===== config.mk =====
export PLATFORM = sky130hd
export DESIGN_NAME = mack_decoder_v3
export DESIGN_NICKNAME = d
export VERILOG_FILES = /design/src/rtl/mack_decoder_v3.sv
export SDC_FILE = /design/constraint.sdc
export NUM_CORES = 1
export LEC_CHECK = 0
export CAP_MARGIN = 20
export CORE_UTILIZATION = 47
export CTS_CLUSTER_SIZE = 20
export DETAILED_ROUTE_END_ITERATION = 12
export GPL_TIMING_DRIVEN = 0
export HOLD_SLACK_MARGIN = 0.05
export PLACE_DENSITY = 0.77
export SLEW_MARGIN = 40
export SYNTH_ARGS = -nofsm -noshare
export SYNTH_HDL_FRONTEND = slang
export SYNTH_SLANG_ARGS = --single-unit
export TNS_END_PERCENT = 20

===== constraint.sdc =====
create_clock -name CLK -period 1.95 [get_ports CLK]
set_input_delay 0.39 -clock CLK [delete_from_list [all_inputs] [get_ports CLK]]
set_output_delay 0.39 -clock CLK [all_outputs]
set_load 0.02 [all_outputs]

===== src/rtl/mack_decoder_v3.sv =====
// Address decoder and bus-cycle controller for a 68000-style board:
// ROM overlay at boot, chip enables, wait-state DTACK generation and
// bus-error timeout.
module mack_decoder_v3 #(
   parameter int unsigned BOOT_CYCLES  = 8,
   parameter logic [8:0]  ROM_BASE     = 9'h070,
   parameter logic [8:0]  DUART_BASE   = 9'h078,
   parameter logic [8:0]  EXP_BASE     = 9'h080,
   parameter logic [8:0]  REGION_MASK  = 9'h1F8,
   parameter int unsigned ROM_WS       = 0,
   parameter int unsigned RAM_WS       = 0,
   parameter int unsigned BERR_TIMEOUT = 64
) (
   input  logic        CLK,
   input  logic        RST,
   input  logic [23:15] ADDR,
   input  logic        AS,
   input  logic        IACK,
   input  logic        DTACK_IN,
   input  logic        EXP_DTACK_IN,
   output logic        ROMEN,
   output logic        RAMEN,
   output logic        DUARTEN,
   output logic        EXPEN,
   output logic        DTACK,
   output logic        BERR,
   output logic        BOOT
);

   localparam logic [3:0] BootLimit = 4'(BOOT_CYCLES);
   localparam logic [3:0] RomWs     = 4'(ROM_WS);
   localparam logic [3:0] RamWs     = 4'(RAM_WS);
   localparam logic [7:0] TmoLimit  = 8'(BERR_TIMEOUT);
   localparam logic       TmoEnable = (BERR_TIMEOUT != 0);

   logic       boot_q;
   logic [3:0] boot_cnt_q;
   logic       edge_q;
   logic [3:0] wait_q;
   logic [7:0] tmo_q;
   logic       berr_q;

   logic [8:0] masked;
   logic       hit_rom, hit_duart, hit_exp;
   logic       sel_rom, sel_duart, sel_exp, sel_ram;
   logic       dtack_c;
   logic       berr_hit;

   assign masked    = ADDR & REGION_MASK;
   assign hit_rom   = (masked == ROM_BASE);
   assign hit_duart = (masked == DUART_BASE);
   assign hit_exp   = (masked == EXP_BASE);

   // Before the overlay ends everything maps to ROM so the reset vectors come from it.
   assign sel_rom   = !boot_q || hit_rom;
   assign sel_duart = boot_q && !hit_rom && hit_duart;
   assign sel_exp   = boot_q && !hit_rom && !hit_duart && hit_exp;
   assign sel_ram   = boot_q && !hit_rom && !hit_duart && !hit_exp;

   // Chip enables and DTACK, all active-low and idle outside a live bus cycle.
   always_comb begin
      ROMEN   = 1'b1;
      RAMEN   = 1'b1;
      DUARTEN = 1'b1;
      EXPEN   = 1'b1;
      dtack_c = 1'b1;
      if (!RST && !AS) begin
         if (!IACK) begin
            dtack_c = DTACK_IN;
         end else if (sel_rom) begin
            ROMEN   = 1'b0;
            dtack_c = !(wait_q >= RomWs);
         end else if (sel_duart) begin
            DUARTEN = 1'b0;
            dtack_c = DTACK_IN;
         end else if (sel_exp) begin
            EXPEN   = 1'b0;
            dtack_c = EXP_DTACK_IN;
         end else if (sel_ram) begin
            RAMEN   = 1'b0;
            dtack_c = !(wait_q >= RamWs);
         end
      end
   end

   // A DTACK arriving on the timeout clock suppresses the bus error.
   assign berr_hit = TmoEnable && !RST && !AS && (tmo_q == TmoLimit) && dtack_c;

   assign DTACK = dtack_c;
   assign BERR  = !(berr_q || berr_hit);
   assign BOOT  = boot_q;

   // Overlay tracking: count AS falls, end the overlay only between bus cycles.
   always_ff @(posedge CLK) begin
      if (RST) begin
         boot_q     <= 1'b0;
         boot_cnt_q <= 4'd0;
         edge_q     <= 1'b0;
      end else begin
         edge_q <= !AS;
         if (!AS && !edge_q && !boot_q && (boot_cnt_q != 4'hF)) begin
            boot_cnt_q <= boot_cnt_q + 4'd1;
         end
         if (AS && !boot_q && (boot_cnt_q >= BootLimit)) begin
            boot_q <= 1'b1;
         end
      end
   end

   // Wait-state counter, saturating at 15.
   always_ff @(posedge CLK) begin
      if (RST || AS) begin
         wait_q <= 4'd0;
      end else if (wait_q != 4'hF) begin
         wait_q <= wait_q + 4'd1;
      end
   end

   // Timeout counter advances only while the cycle is still unacknowledged.
   always_ff @(posedge CLK) begin
      if (RST || AS) begin
         tmo_q <= 8'd0;
      end else if (dtack_c && (tmo_q != 8'hFF)) begin
         tmo_q <= tmo_q + 8'd1;
      end
   end

   // Bus error latch: held until the clock after AS returns high.
   always_ff @(posedge CLK) begin
      if (RST || AS) begin
         berr_q <= 1'b0;
      end else begin
         berr_q <= berr_q || berr_hit;
      end
   end

endmodule

==> flow_metrics.env, run 1 <==
export IMPL_drv_slew=0
export IMPL_grtUsageTotal=0.243
export IMPL_grt_pass1_wl_um=3540
export IMPL_fin_nets=155
export IMPL_final_util=0.695
export IMPL_clock_sinks=15
export IMPL_row_count=15
export IMPL_wire_per_inst_um=13.8
export IMPL_cp_start_kind="input port"
export IMPL_routed_wl_um=2200
export IMPL_skew_ns=0.00976
export IMPL_drc=0
export IMPL_synth_area_leaders="dfxtp_1, ha_1, nor2_1"
export IMPL_cp_required_ns=1.56
export IMPL_tightest_slew_ns=0.487
export IMPL_p_leak_nw=0.532
export IMPL_dr_pass1_iters=4
export IMPL_synth_top_cell_by_area="dfxtp_1"
export IMPL_status="finished clean"
export IMPL_hold_depth=2
export IMPL_port_buffers=18
export IMPL_die_w_um=45.5
export IMPL_grt_pass1_vias=846
export IMPL_vias=880
export IMPL_num_fill_cells=147
export IMPL_die_y_um=45.5
export IMPL_yosys_cell_types_count=34
export IMPL_fin_crit_sh=0.983
export IMPL_drv_cap=0
export IMPL_synth_top_cell_area_share=0.338
export IMPL_ys_ff_latch=15
export IMPL_grt_start_max_net_pins=11
export IMPL_postLayoutCellArea_um2=1210
export IMPL_io_pins=22
export IMPL_die_area_um2=2070
export IMPL_drive_gt1_frac=0.356
export IMPL_path_max_fanout=8
export IMPL_clkTransAtPathRegs_ns=0.08
export IMPL_syn2layout_area_growth_pct=36.6
export IMPL_core_area_um2=1750
export IMPL_overflow=0
export IMPL_cp_end_kind="output pin"
export IMPL_clockBufferDepth=2
export IMPL_hold_violations=0
export IMPL_post_drt_via_cell_ratio=5.50
export IMPL_syn_area_um2=888
export IMPL_clock_latency_ns=0.29
export IMPL_root_buffer="clkbuf_4"
export IMPL_antenna_left=0
export IMPL_dp_hpwl_um=1480
export IMPL_cts_tree="yes"
export IMPL_antenna_found_initial=0
export IMPL_relSlewSlack=0.673
export IMPL_cts_inserted_buffers=3
export IMPL_p_per_area_nw_per_um2=490
export IMPL_final_common_cell="buf_4"
export IMPL_worst_r2r_cell_count=7
export IMPL_peakVddDrop_uv=601
export IMPL_avgSynthCellArea_um2=8.71
export IMPL_setup_viol=0
export IMPL_crit_type="input port to output pin"
export IMPL_dpl_cell_area_um2=1120
export IMPL_n_antenna_cell=0
export IMPL_synth_cells=102
export IMPL_hp_class="input port to flip-flop"
export IMPL_critPathArrivalTime_ns=1.53
export IMPL_final_cell_mix="buf_4, nor2_1, dfxtp_1"
export IMPL_syn_nets=121
export IMPL_htreeDepth=1
export IMPL_fin_crit_ns=1.92
export IMPL_initial_core_util=0.509
export IMPL_drt_iter0_markers=31
export IMPL_fmax_mhz=521
export IMPL_gp_congestion=0.788
export IMPL_ys_seq_area_frac=0.338
export IMPL_ys_warn_count=0
[final cells by class]
type / count / area (um2) / area share
clock inverters: 1 / 5.00 / 0.00412
clock buffers: 3 / 22.5 / 0.0186
repair buffers: 30 / 218 / 0.179
inverters: 7 / 26.3 / 0.0216
plain buffers: 2 / 22.5 / 0.0186
multi-input cells: 77 / 582 / 0.479
flip-flops and latches: 15 / 307 / 0.253
well taps: 25 / 31.3 / 0.0258
[worst paths after layout]
path | startpoint | slack, ns | end
worst max-delay path | RST | 0.03 | BERR
worst min-delay path | RST | 0.32 | BOOT$_SDFFE_PP0P_
worst max register to register | BOOT$_SDFFE_PP0P_ | 0.32 | tmo_q[3]$_SDFFE_PP0P_
worst min register to register | tmo_q[1]$_SDFFE_PP0P_ | 0.52 | tmo_q[1]$_SDFFE_PP0P_
[flip-flops by register name, indices dropped and copies added, names as in the netlist]
register	flops
edge_q	1
boot_cnt_q	4
BOOT	1
tmo_q	8
berr_q	1
[logic make-up (layout without fill, tap and decap cells)]
logic type / Yosys count / count (layout) / share of synthesized area
compound gates: 15 / 15 / 0.120
xor+xnor: 4 / 4 / 0.0394
fa+ha+maj: 4 / 4 / 0.0563
buf+inv: 10 / 43 / 0.0634
flops: 15 / 15 / 0.338
mux: 3 / 3 / 0.0338
simple gates: 51 / 51 / 0.349
[where the power goes]
group          switching, mW  internal (mW)  total (mW)
logic                 0.0488         0.0475      0.0963
clock network          0.103         0.0761       0.179
registers            0.00717          0.313       0.320
[stage by stage]
step	hold slack [ns]	TNS [ns]	setup slack, ns	cells	power, mW
after detailed placement	0.495	-7.13	-1.05	145	0.418
after CTS	0.313	0	0.000740	154	0.591
final	0.315	0	0.0323	160	0.595
after global routing	0.320	-0.0331	-0.0331	160	0.624
after floorplan	0.462	0	0.0195	102	0.374
after global placement	0.489	-6.59	-1.01	145	0.415
[worst max-delay path: stages]
cell,delay (ns)
buf_4,0.14
or2_4,0.29
a21oi_4,0.14
nand3_2,0.12
and3_4,0.20
a21oi_4,0.11
buf_6,0.13
[synthesized netlist by cell type]
library cell,instances
nor4_2,1
a21oi_1,6
and4_1,1
mux2i_1,3
nor2_1,12
buf_4,1
buf_6,2
nor4_4,1
nor3_1,1
nor4bb_1,1
xor2_1,2
ha_1,4
nand2_1,8
dfxtp_1,15
a31oi_2,1
nand4_1,6
o21a_1,1
nand4_4,1
nand4_2,1
nor2b_1,2
a311oi_1,1
a21oi_2,1
inv_1,7
nand3_1,7
o31ai_1,1
xnor2_1,2
or2_2,1
and2_2,1
or3_1,2
a31o_2,3
and2_1,1
o21ai_0,1
and2b_1,1
and3_1,3
[metal layers]
metal	share of wire	track usage	vias up
met3	0.045	0.0635	8
met1	0.40	0.285	411
met4	0.025	0.109	0
met2	0.53	0.409	32
met5	0	0	-
li1	-	-	429
[timing repair]
| action | CTS | global route |
|---|---|---|
| hold buffers | 0 | 0 |
| setup endpoints to repair | 6 | 2 |
| pin swaps | 5 | 7 |
| gates resized for setup | 51 | 9 |
| buffers inserted | 6 | 6 |
Note: power is estimated with default switching activity, not from simulation.
==> run 2: changes to the inputs <==
--- a/config.mk
+++ b/config.mk
@@ -6,12 +6,13 @@
 export NUM_CORES = 1
 export LEC_CHECK = 0
 export CAP_MARGIN = 20
-export CORE_UTILIZATION = 47
-export CTS_CLUSTER_SIZE = 20
+export CELL_PAD_IN_SITES_DETAIL_PLACEMENT = 1
+export CELL_PAD_IN_SITES_GLOBAL_PLACEMENT = 1
+export CORE_UTILIZATION = 32
 export DETAILED_ROUTE_END_ITERATION = 12
 export GPL_TIMING_DRIVEN = 0
 export HOLD_SLACK_MARGIN = 0.05
-export PLACE_DENSITY = 0.77
+export PLACE_DENSITY_LB_ADDON = 0.1
 export SLEW_MARGIN = 40
 export SYNTH_ARGS = -nofsm -noshare
 export SYNTH_HDL_FRONTEND = slang
==> constraint.sdc (replaced) <==
create_clock -name CLK -period 1.75 [get_ports CLK]
set_input_delay 0.35 -clock CLK [delete_from_list [all_inputs] [get_ports CLK]]
set_output_delay 0.35 -clock CLK [all_outputs]
set_load 0.02 [all_outputs]
==> run 2 against run 1 <==
The flow now finishes with violations (setup timing). Via count down 0.11%. Hold slack worse by 0.051 ns. Core utilization fell by 19 points. Non-clock buffer count grew 3. Highest routed layer unchanged.
==> flow_metrics.env, run 2 (synthesis results as in run 1) <==
export IMPL_status="finished, violations left"
export IMPL_violations="setup timing"
export IMPL_cts_inserted_buffers=3
export IMPL_cp_required_ns=1.40
export IMPL_post_drt_via_cell_ratio=5.23
export IMPL_p_switching_mw=0.190
export IMPL_vias=879
export IMPL_skew_ns=0.00373
export IMPL_dr_pass1_iters=4
export IMPL_fin_nets=158
export IMPL_routed_wl_um=2530
export IMPL_htreeDepth=1
export IMPL_crit_type="input port to output pin"
export IMPL_cts_tree="yes"
export IMPL_regMostFlops="tmo_q"
export IMPL_largestRegisters="tmo_q: 8 flops, boot_cnt_q: 4 flops"
export IMPL_initial_core_util=0.349
export IMPL_grt_start_max_net_pins=11
export IMPL_p_per_area_nw_per_um2=527
export IMPL_postLayoutCellArea_um2=1300
export IMPL_hold_violations=0
export IMPL_fin_crit_ns=1.85
export IMPL_max_stage_delay_ns=0.29
export IMPL_grtUsageTotal=0.194
export IMPL_grt_pass1_vias=887
export IMPL_crit_chain="clkdlybuf4s15_2 -> nor4_4 -> nand4_4 -> nand3_4 -> and3_4 -> a21oi_4 -> buf_6"
export IMPL_wire_per_inst_um=15.1
export IMPL_hp_class="input port to flip-flop"
export IMPL_holdWs_ns=0.264
export IMPL_switching_share=0.278
export IMPL_root_buffer="clkbuf_4"
export IMPL_clock_sinks=15
export IMPL_critPathArrivalTime_ns=1.50
export IMPL_fin_crit_sh=1.06
export IMPL_p_int_mw=0.495
export IMPL_cp_start_kind="input port"
export IMPL_drc=0
export IMPL_die_area_um2=2990
export IMPL_grt_pass1_wl_um=4040
export IMPL_final_cell_mix="buf_4, dfxtp_1, nor2_1"
export IMPL_pwr_share_seq=0.520
export IMPL_cts_hold_buf=0
export IMPL_die_w_um=54.7
export IMPL_path_max_fanout=3
export IMPL_clock_latency_ns=0.29
export IMPL_gp_congestion=0.735
export IMPL_tightest_slew_ns=0.364
export IMPL_crit_slowest_cell="nor4_4"
export IMPL_timing_final_ws_setup_ns=-0.0986
export IMPL_relSlewSlack=0.755
export IMPL_setup_viol=6
export IMPL_dpl_cell_area_um2=1140
export IMPL_largest_register_ffs=8
export IMPL_core_area_um2=2540
export IMPL_port_buffers=18
export IMPL_clockPowerShare=0.302
export IMPL_cp_end_kind="output pin"
export IMPL_row_count=18
export IMPL_syn2layout_area_growth_pct=46.2
export IMPL_fmax_mhz=541
export IMPL_peakVddDrop_uv=520
export IMPL_dp_hpwl_um=1730
export IMPL_drt_iter0_markers=14
export IMPL_overflow=0
export IMPL_io_pins=22
export IMPL_n_antenna_cell=0
export IMPL_p_leak_nw=0.563
export IMPL_die_y_um=54.7
export IMPL_crit_family="simple AND/OR/NAND/NOR gates"
export IMPL_final_common_cell="buf_4"
export IMPL_combPwrFrac=0.178
export IMPL_clkTransAtPathRegs_ns=0.10
export IMPL_fin_tns_setup_ns=-0.206
export IMPL_grt_setup_unrepaired="yes"
export IMPL_clockBufferDepth=2
export IMPL_antenna_found_initial=0
export IMPL_drive_gt1_frac=0.384
export IMPL_drv_cap=0
export IMPL_path_buf_inv=2
export IMPL_antenna_left=0
export IMPL_drv_slew=0
export IMPL_final_util=0.510
run 2: path summary, 6_finish.rpt:
check	from	endpoint	slack, ns	cells past startpoint
worst max-delay path	ADDR[21]	BERR	-0.1	7
worst min-delay path	RST	BOOT$_SDFFE_PP0P_	0.26	2
worst max register to register	BOOT$_SDFFE_PP0P_	tmo_q[3]$_SDFFE_PP0P_	0.03	8
worst min register to register	tmo_q[1]$_SDFFE_PP0P_	tmo_q[1]$_SDFFE_PP0P_	0.52	2
run 2: stage by stage:
step | instances | worst slack [ns] | total power, mW
floorplan | 102 | 0.0194 | 0.419
global placement | 150 | -1.07 | 0.468
detailed placement | 150 | -1.10 | 0.474
CTS | 168 | -0.0978 | 0.694
global route | 168 | -0.170 | 0.719
finish | 168 | -0.0986 | 0.685
run 2: cell type report:
type / instances / area [um2]
repair buffers: 33 / 267
well taps: 30 / 37.5
plain buffers: 2 / 22.5
flip-flops and latches: 15 / 305
inverters: 7 / 26.3
fillers: 305 / 1250
clock inverters: 1 / 7.51
multi-input cells: 77 / 611
clock buffers: 3 / 22.5
run 2: timing repair:
action	CTS	global route
setup endpoints to repair	12	13
endpoints found under the hold margin	0	0
setup buffers	15	0
pin swaps	9	2
resized for setup	64	5
run 2: power groups by stage:
stage / registers, mW / clock network [mW] / logic [mW]
4_1_cts: 0.356 / 0.219 / 0.119
6_report: 0.356 / 0.207 / 0.122
2_1_floorplan: 0.363 / 0 / 0.0557
3_3_place_gp: 0.365 / 0 / 0.104
3_5_place_dp: 0.366 / 0 / 0.108
5_1_grt: 0.358 / 0.229 / 0.132
run 2: routing by layer:
layer | vias to the layer above | wire, um | GRT usage | share of wire
met4 | 0 | 18 | 0.0513 | 0.0071
met2 | 11 | 1310 | 0.347 | 0.52
li1 | 439 | - | - | -
met1 | 425 | 1130 | 0.224 | 0.45
met5 | - | 0 | 0 | 0
met3 | 4 | 68 | 0.0500 | 0.027
